<file path="src/rtl/intr_pkg.sv">
// Shared widths, vector arithmetic and the architectural state record
// of the nesting interrupt controller.
package intr_pkg;

    // Upper bound on sources; the state record is sized to this and
    // instances use the low N_IRQ bits.
    localparam int MAX_IRQ   = 16;
    localparam int MAX_DEP_W = 5;

    function automatic int id_w(input int n);
        return (n > 1) ? $clog2(n) : 1;
    endfunction

    function automatic int dep_w(input int n);
        return $clog2(n + 1);
    endfunction

    function automatic logic [63:0] vec_addr(input logic [63:0] base,
                                             input logic [31:0] stride,
                                             input logic [31:0] id);
        return base + 64'(stride) * 64'(id);
    endfunction

    typedef struct packed {
        logic [MAX_IRQ-1:0]   pending;
        logic [MAX_IRQ-1:0]   irs;
        logic                 ie;
        logic [MAX_DEP_W-1:0] depth;
    } intr_state_t;

endpackage

</file>
<file path="src/rtl/epc_stack.sv">
// LIFO of saved return PCs, one entry per nesting level.
// Push and pop are never requested together by the controller.
module epc_stack #(
    parameter int DEPTH = 3,
    parameter int W     = 32,
    localparam int CNT_W = $clog2(DEPTH + 1),
    localparam int IDX_W = (DEPTH > 1) ? $clog2(DEPTH) : 1
) (
    input  logic         clk,
    input  logic         rst,
    input  logic         push,
    input  logic         pop,
    input  logic [W-1:0] push_data,
    output logic [W-1:0] top,
    output logic         empty
);

    logic [W-1:0]     mem_q [DEPTH];
    logic [W-1:0]     mem_d [DEPTH];
    logic [CNT_W-1:0] cnt_q;
    logic [CNT_W-1:0] cnt_d;

    always_comb begin
        mem_d = mem_q;
        cnt_d = cnt_q;
        if (pop && cnt_q != '0) begin
            // Scrub the vacated slot so stale PCs never linger.
            mem_d[IDX_W'(cnt_q - CNT_W'(1))] = '0;
            cnt_d = cnt_q - CNT_W'(1);
        end else if (push && int'(cnt_q) < DEPTH) begin
            mem_d[IDX_W'(cnt_q)] = push_data;
            cnt_d = cnt_q + CNT_W'(1);
        end
    end

    always_ff @(posedge clk or posedge rst) begin
        if (rst) begin
            mem_q <= '{default: '0};
            cnt_q <= '0;
        end else begin
            mem_q <= mem_d;
            cnt_q <= cnt_d;
        end
    end

    assign empty = (cnt_q == '0);
    assign top   = empty ? '0 : mem_q[IDX_W'(cnt_q - CNT_W'(1))];

endmodule

</file>
<file path="src/rtl/intr_ctrl.sv">
// Fixed-priority nesting interrupt controller: edge-latched requests,
// in-service ceiling, computed vector and a per-level EPC stack.
module intr_ctrl
    import intr_pkg::*;
#(
    parameter int              N_IRQ      = 3,
    parameter int              PC_W       = 32,
    parameter logic [PC_W-1:0] VEC_BASE   = PC_W'(32'h0000_1000),
    parameter int unsigned     VEC_STRIDE = 16,
    localparam int ID_W  = id_w(N_IRQ),
    localparam int DEP_W = dep_w(N_IRQ)
) (
    input  logic              clk,
    input  logic              rst,
    input  logic [N_IRQ-1:0]  irq_in,
    input  logic              take,
    input  logic              eret,
    input  logic [PC_W-1:0]   epc_in,
    input  logic              ie_w_en,
    input  logic              ie_w_data,
    output logic              int_req,
    output logic [ID_W-1:0]   int_id,
    output logic [PC_W-1:0]   int_vec,
    output logic [PC_W-1:0]   epc_out,
    output logic              ie,
    output logic [N_IRQ-1:0]  irs,
    output logic [DEP_W-1:0]  depth,
    output intr_state_t       dbg_state
);

    // Handshake: int_req/int_id/int_vec are registered-only outputs; the
    // pipeline acknowledges with take (ignored unless int_req=1), and eret
    // unwinds one level, taking precedence over a same-cycle take.

    intr_state_t      st_q, st_d;
    logic [N_IRQ-1:0] irq_q, irq_d;

    logic [N_IRQ-1:0] pending, irs_cur, above, eligible, rise;
    logic [N_IRQ-1:0] pend_n, irs_n;
    logic [DEP_W-1:0] depth_cur, depth_n;
    logic [ID_W-1:0]  win_id, top_irs;
    logic             req, take_ok, ie_n, seen;
    logic             stk_pop, stk_empty;
    logic [PC_W-1:0]  stk_top;

    assign pending   = st_q.pending[N_IRQ-1:0];
    assign irs_cur   = st_q.irs[N_IRQ-1:0];
    assign depth_cur = st_q.depth[DEP_W-1:0];

    // Ceiling: a channel is eligible only if nothing at or above it is in service.
    always_comb begin
        seen    = 1'b0;
        above   = '0;
        win_id  = '0;
        top_irs = '0;
        for (int i = N_IRQ - 1; i >= 0; i--) begin
            seen     = seen | irs_cur[i];
            above[i] = ~seen;
        end
        for (int i = 0; i < N_IRQ; i++) begin
            if (pending[i] && above[i]) win_id = ID_W'(i);
            if (irs_cur[i]) top_irs = ID_W'(i);
        end
    end

    assign eligible = pending & above;
    assign req      = st_q.ie & (|eligible);
    assign take_ok  = take & req & ~eret;
    assign rise     = irq_in & ~irq_q;
    assign stk_pop  = eret & ~stk_empty;

    always_comb begin
        pend_n  = pending;
        irs_n   = irs_cur;
        depth_n = depth_cur;
        ie_n    = st_q.ie;
        irq_d   = irq_in;
        if (eret) begin
            if (|irs_cur) irs_n[top_irs] = 1'b0;
            if (depth_cur != '0) depth_n = depth_cur - DEP_W'(1);
            ie_n = 1'b1;
        end else if (take_ok) begin
            pend_n[win_id] = 1'b0;
            irs_n[win_id]  = 1'b1;
            depth_n        = depth_cur + DEP_W'(1);
        end
        if (ie_w_en) ie_n = ie_w_data;
        if (take_ok) ie_n = 1'b0;
        // A fresh edge re-latches even on the channel just taken.
        pend_n = pend_n | rise;

        st_d         = st_q;
        st_d.pending = MAX_IRQ'(pend_n);
        st_d.irs     = MAX_IRQ'(irs_n);
        st_d.ie      = ie_n;
        st_d.depth   = MAX_DEP_W'(depth_n);
    end

    always_ff @(posedge clk or posedge rst) begin
        if (rst) begin
            st_q  <= '0;
            irq_q <= '0;
        end else begin
            st_q  <= st_d;
            irq_q <= irq_d;
        end
    end

    epc_stack #(
        .DEPTH (N_IRQ),
        .W     (PC_W)
    ) u_stack (
        .clk       (clk),
        .rst       (rst),
        .push      (take_ok),
        .pop       (stk_pop),
        .push_data (epc_in),
        .top       (stk_top),
        .empty     (stk_empty)
    );

    assign int_req   = req;
    assign int_id    = win_id;
    assign int_vec   = PC_W'(vec_addr(64'(VEC_BASE), VEC_STRIDE, 32'(win_id)));
    assign epc_out   = stk_top;
    assign ie        = st_q.ie;
    assign irs       = irs_cur;
    assign depth     = depth_cur;
    assign dbg_state = st_q;

    // Each level is strictly higher priority, so nesting is bounded by N_IRQ.
    a_depth_bound: assert property (@(posedge clk) disable iff (rst)
        int'(depth_cur) <= N_IRQ);

endmodule

</file>
<file path="config.mk">
export PLATFORM = sky130hd
export DESIGN_NAME = intr_ctrl
export DESIGN_NICKNAME = d
export VERILOG_FILES = /design/src/rtl/intr_pkg.sv /design/src/rtl/epc_stack.sv /design/src/rtl/intr_ctrl.sv
export SDC_FILE = /design/constraint.sdc
export NUM_CORES = 1
export LEC_CHECK = 0
export BUFFER_PORTS_ARGS = -buffer_cell sky130_fd_sc_hd__clkbuf_2
export CAP_MARGIN = 15
export CORE_UTILIZATION = 45
export DETAILED_ROUTE_END_ITERATION = 10
export GPL_TIMING_DRIVEN = 0
export PLACE_DENSITY = 0.74
export SYNTH_ARGS = -nofsm -noshare
export SYNTH_HDL_FRONTEND = slang
export SYNTH_SLANG_ARGS = --single-unit
</file>
<file path="constraint.sdc">
create_clock -name clk -period 9.8 [get_ports clk]
set_input_delay 0.49 -clock clk [delete_from_list [all_inputs] [get_ports clk]]
set_output_delay 0.49 -clock clk [all_outputs]
set_load 0.02 [all_outputs]
</file>
==> flow_summary.ini <==
[yosys]
async_flop_share = 1.00
synth.top_cell.area_share = 0.476
ys_top_cells_by_area = dfrtp_1 48%, mux2i_1 11%, a22o_1 9.5%
synth_top_flop_cell = dfrtp_1
synth_enable_flop_cells = 0
yosysTopAreaCell = dfrtp_1
ys_ff_latch = 110
postSynthCellCount = 578
synth_cell_types = 38
syn_avg_cell_area_sq_um = 10.0
synth.yosys.seq_area_share = 0.476
synth_common_cells = 110 x dfrtp_1, 70 x nor2_1, 67 x buf_4, 65 x mux2i_1, 63 x a22o_1
yosysWarningCount = 0
yosysMostFrequentCell = dfrtp_1
syn-cell-area_sq_um = 5780

[cts]
post_cts.repair.setup_buffers = 0
cts_resized = 0
tritoncts = done
clock_latency_ns = 0.36
cts-root-buf = clkbuf_16
clkSlewWorstSetupHoldPaths_ns = 0.07
cts_sinks = 110
clock_path_buffers = 2
hold_buffers = 0
htree_levels = 3
numCtsBuffers = 9

[run_status]
status = complete, no violations

[die]
die_area_sq_um = 13300
fp.coreArea_sq_um = 12600
ios = 152
rows = 41
die_h_um = 115
dieWidth_um = 115
initial_core_util = 0.460

[worst_setup_path]
critPathRequiredTime_ns = 9.31
r2r_end = u_stack.mem_q[5]
r2r-start = u_stack.cnt_q[0]
r2r_cells = 9
critPathLaunchType = register
worstSetupEndpoint = epc_out[22]
worst-r2r-setup-slack_ns = 6.64
cp-startpoint = u_stack.cnt_q[0]
arrival_ns = 3.36
crit_fanout = 12
cp-end-kind = output port
path_class = register to output port

[routing]
drt-total-wl_mm = 13.6
wl_per_cell_um = 14.9
ant_nets = 0
drtIter0Drc = 237
drt_pass1_iterations = 4
drc = 0
routed_via_density = 4.97
vias = 4553

[cells_and_area]
area_delta_synth_final_pct = 21.5
layoutNonFillerInstCount = 916
nets = 786
drive_gt1_frac = 0.262
antennaDiodeCount = 0
final_area_sq_um = 7030

[worst_hold_path]
min_path_type = primary input to async pin

[placed_design]
dp.cells = 900
preCtsSetupSlack_ns = 6.40
dp_hpwl_mm = 9.61
gp_congestion = 0.868
place_area_sq_um = 6700
port_buffers = 92

[sta]
period_share = 0.393
final-hold-violation-count = 0
tns_ns = 0
max_freq_mhz = 259
worstMarginPinSlew_ns = 0.789
grt_setup_unrepaired = no
clock_skew_ns = 0.0122
slew_headroom = 0.473
setup_ws_ns = 5.95
final_max_slew_viol_count = 0
min_period_ns = 3.85
finalSetupViolCount = 0

[global_route]
track_usage = 0.219
grt_pass1_vias = 4425
grt_max_degree = 72
overflow = 0
grt_pass1_wl_mm = 22.3
grt_antenna_before_repair = 0

[power_and_ir_drop]
p_leak_nw = 4.03
ir_drop_v = 0.000127
power_density_nw_per_um2 = 264
p_total_mw = 1.85

[run]
drv_cap = 0
-- area by class of cell --
type / count / area (sq um)
Buffer: 104 / 659
Clock buffer: 10 / 239
Clock inverter: 6 / 85.1
Fill cell: 1106 / 5540
Inverter: 40 / 153
Multi-Input combinational cell: 381 / 2440
Sequential cell: 110 / 2750
Tap cell: 172 / 215
Timing Repair Buffer: 93 / 488
-- sequential cells by signal, indices dropped and copies added (netlist names) --
signal         cells
u_stack.mem_q     96
dbg_state          8
irq_q              3
u_stack.cnt_q      2
ie                 1
-- placed cells by master, fill, tap and decap left out, types with 4 or more instances in the layout --
cell,Yosys,layout
dfrtp_1,110,110
clkbuf_2,0,92
nor2b_1,7,7
a221o_1,4,4
a31oi_1,8,8
a21oi_1,32,32
and3_1,5,5
buf_2,14,14
a22o_1,63,63
conb_1,2,59
mux2i_1,65,65
ha_1,6,6
nand2_1,37,37
inv_1,40,39
clkbuf_16,0,9
clkbuf_1,18,18
nor2_1,70,70
buf_1,5,5
buf_4,67,67
-- critical path: stages (launching register included) --
cell      delay [ns]
dfrtp_1         0.49
inv_1           0.11
clkbuf_1        0.51
ha_1            0.31
nor2b_1         0.15
clkbuf_1        0.44
buf_1           0.52
a21oi_1         0.16
nor2_1          0.14
clkbuf_2        0.19
-- metal layers --
| metal | wire length [um] | GRT usage |
|---|---|---|
| met1 | 5920 | 0.290 |
| met2 | 6590 | 0.357 |
| met3 | 842 | 0.0348 |
| met4 | 274 | 0.0961 |
| met5 | 0 | 0 |
-- power by group --
group	leakage (nW)	total [mW]	switching [mW]	internal, mW
logic	2.40	0.786	0.486	0.301
clock network	0.154	0.397	0.167	0.230
registers	1.48	0.672	0.0876	0.584
-- through the flow --
stage	utilization	hold WS, ns
final	0.559	0.181
after global routing	0.559	0.224
after floorplan	-	0.472
after CTS	0.559	0.185
after detailed placement	0.533	0.491
after global placement	0.531	0.487
-- worst min path at each step --
stage	from	end	slack, ns	cells after the start
finish	rst	dbg_state[7]	0.18	2
global route	rst	u_stack.mem_q[41]	0.22	2
CTS	rst	irq_q[0]	0.18	2
detailed placement	u_stack.mem_q[46]	u_stack.mem_q[46]	0.49	1
global placement	u_stack.mem_q[7]	u_stack.mem_q[7]	0.49	1
floorplan	u_stack.mem_q[0]	u_stack.mem_q[0]	0.47	1
-- kinds of logic after synthesis --
kind of cell               share of synthesized area
other                                        0.00130
DFF                                            0.476
AOI/OAI and AO/OA                              0.156
and+or+nand+nor                               0.0976
muxes                                          0.114
buffers and inverters                          0.140
adders and majority gates                     0.0130
xor gates and xnor gates                     0.00151
Power figures use the tool's default switching activity.
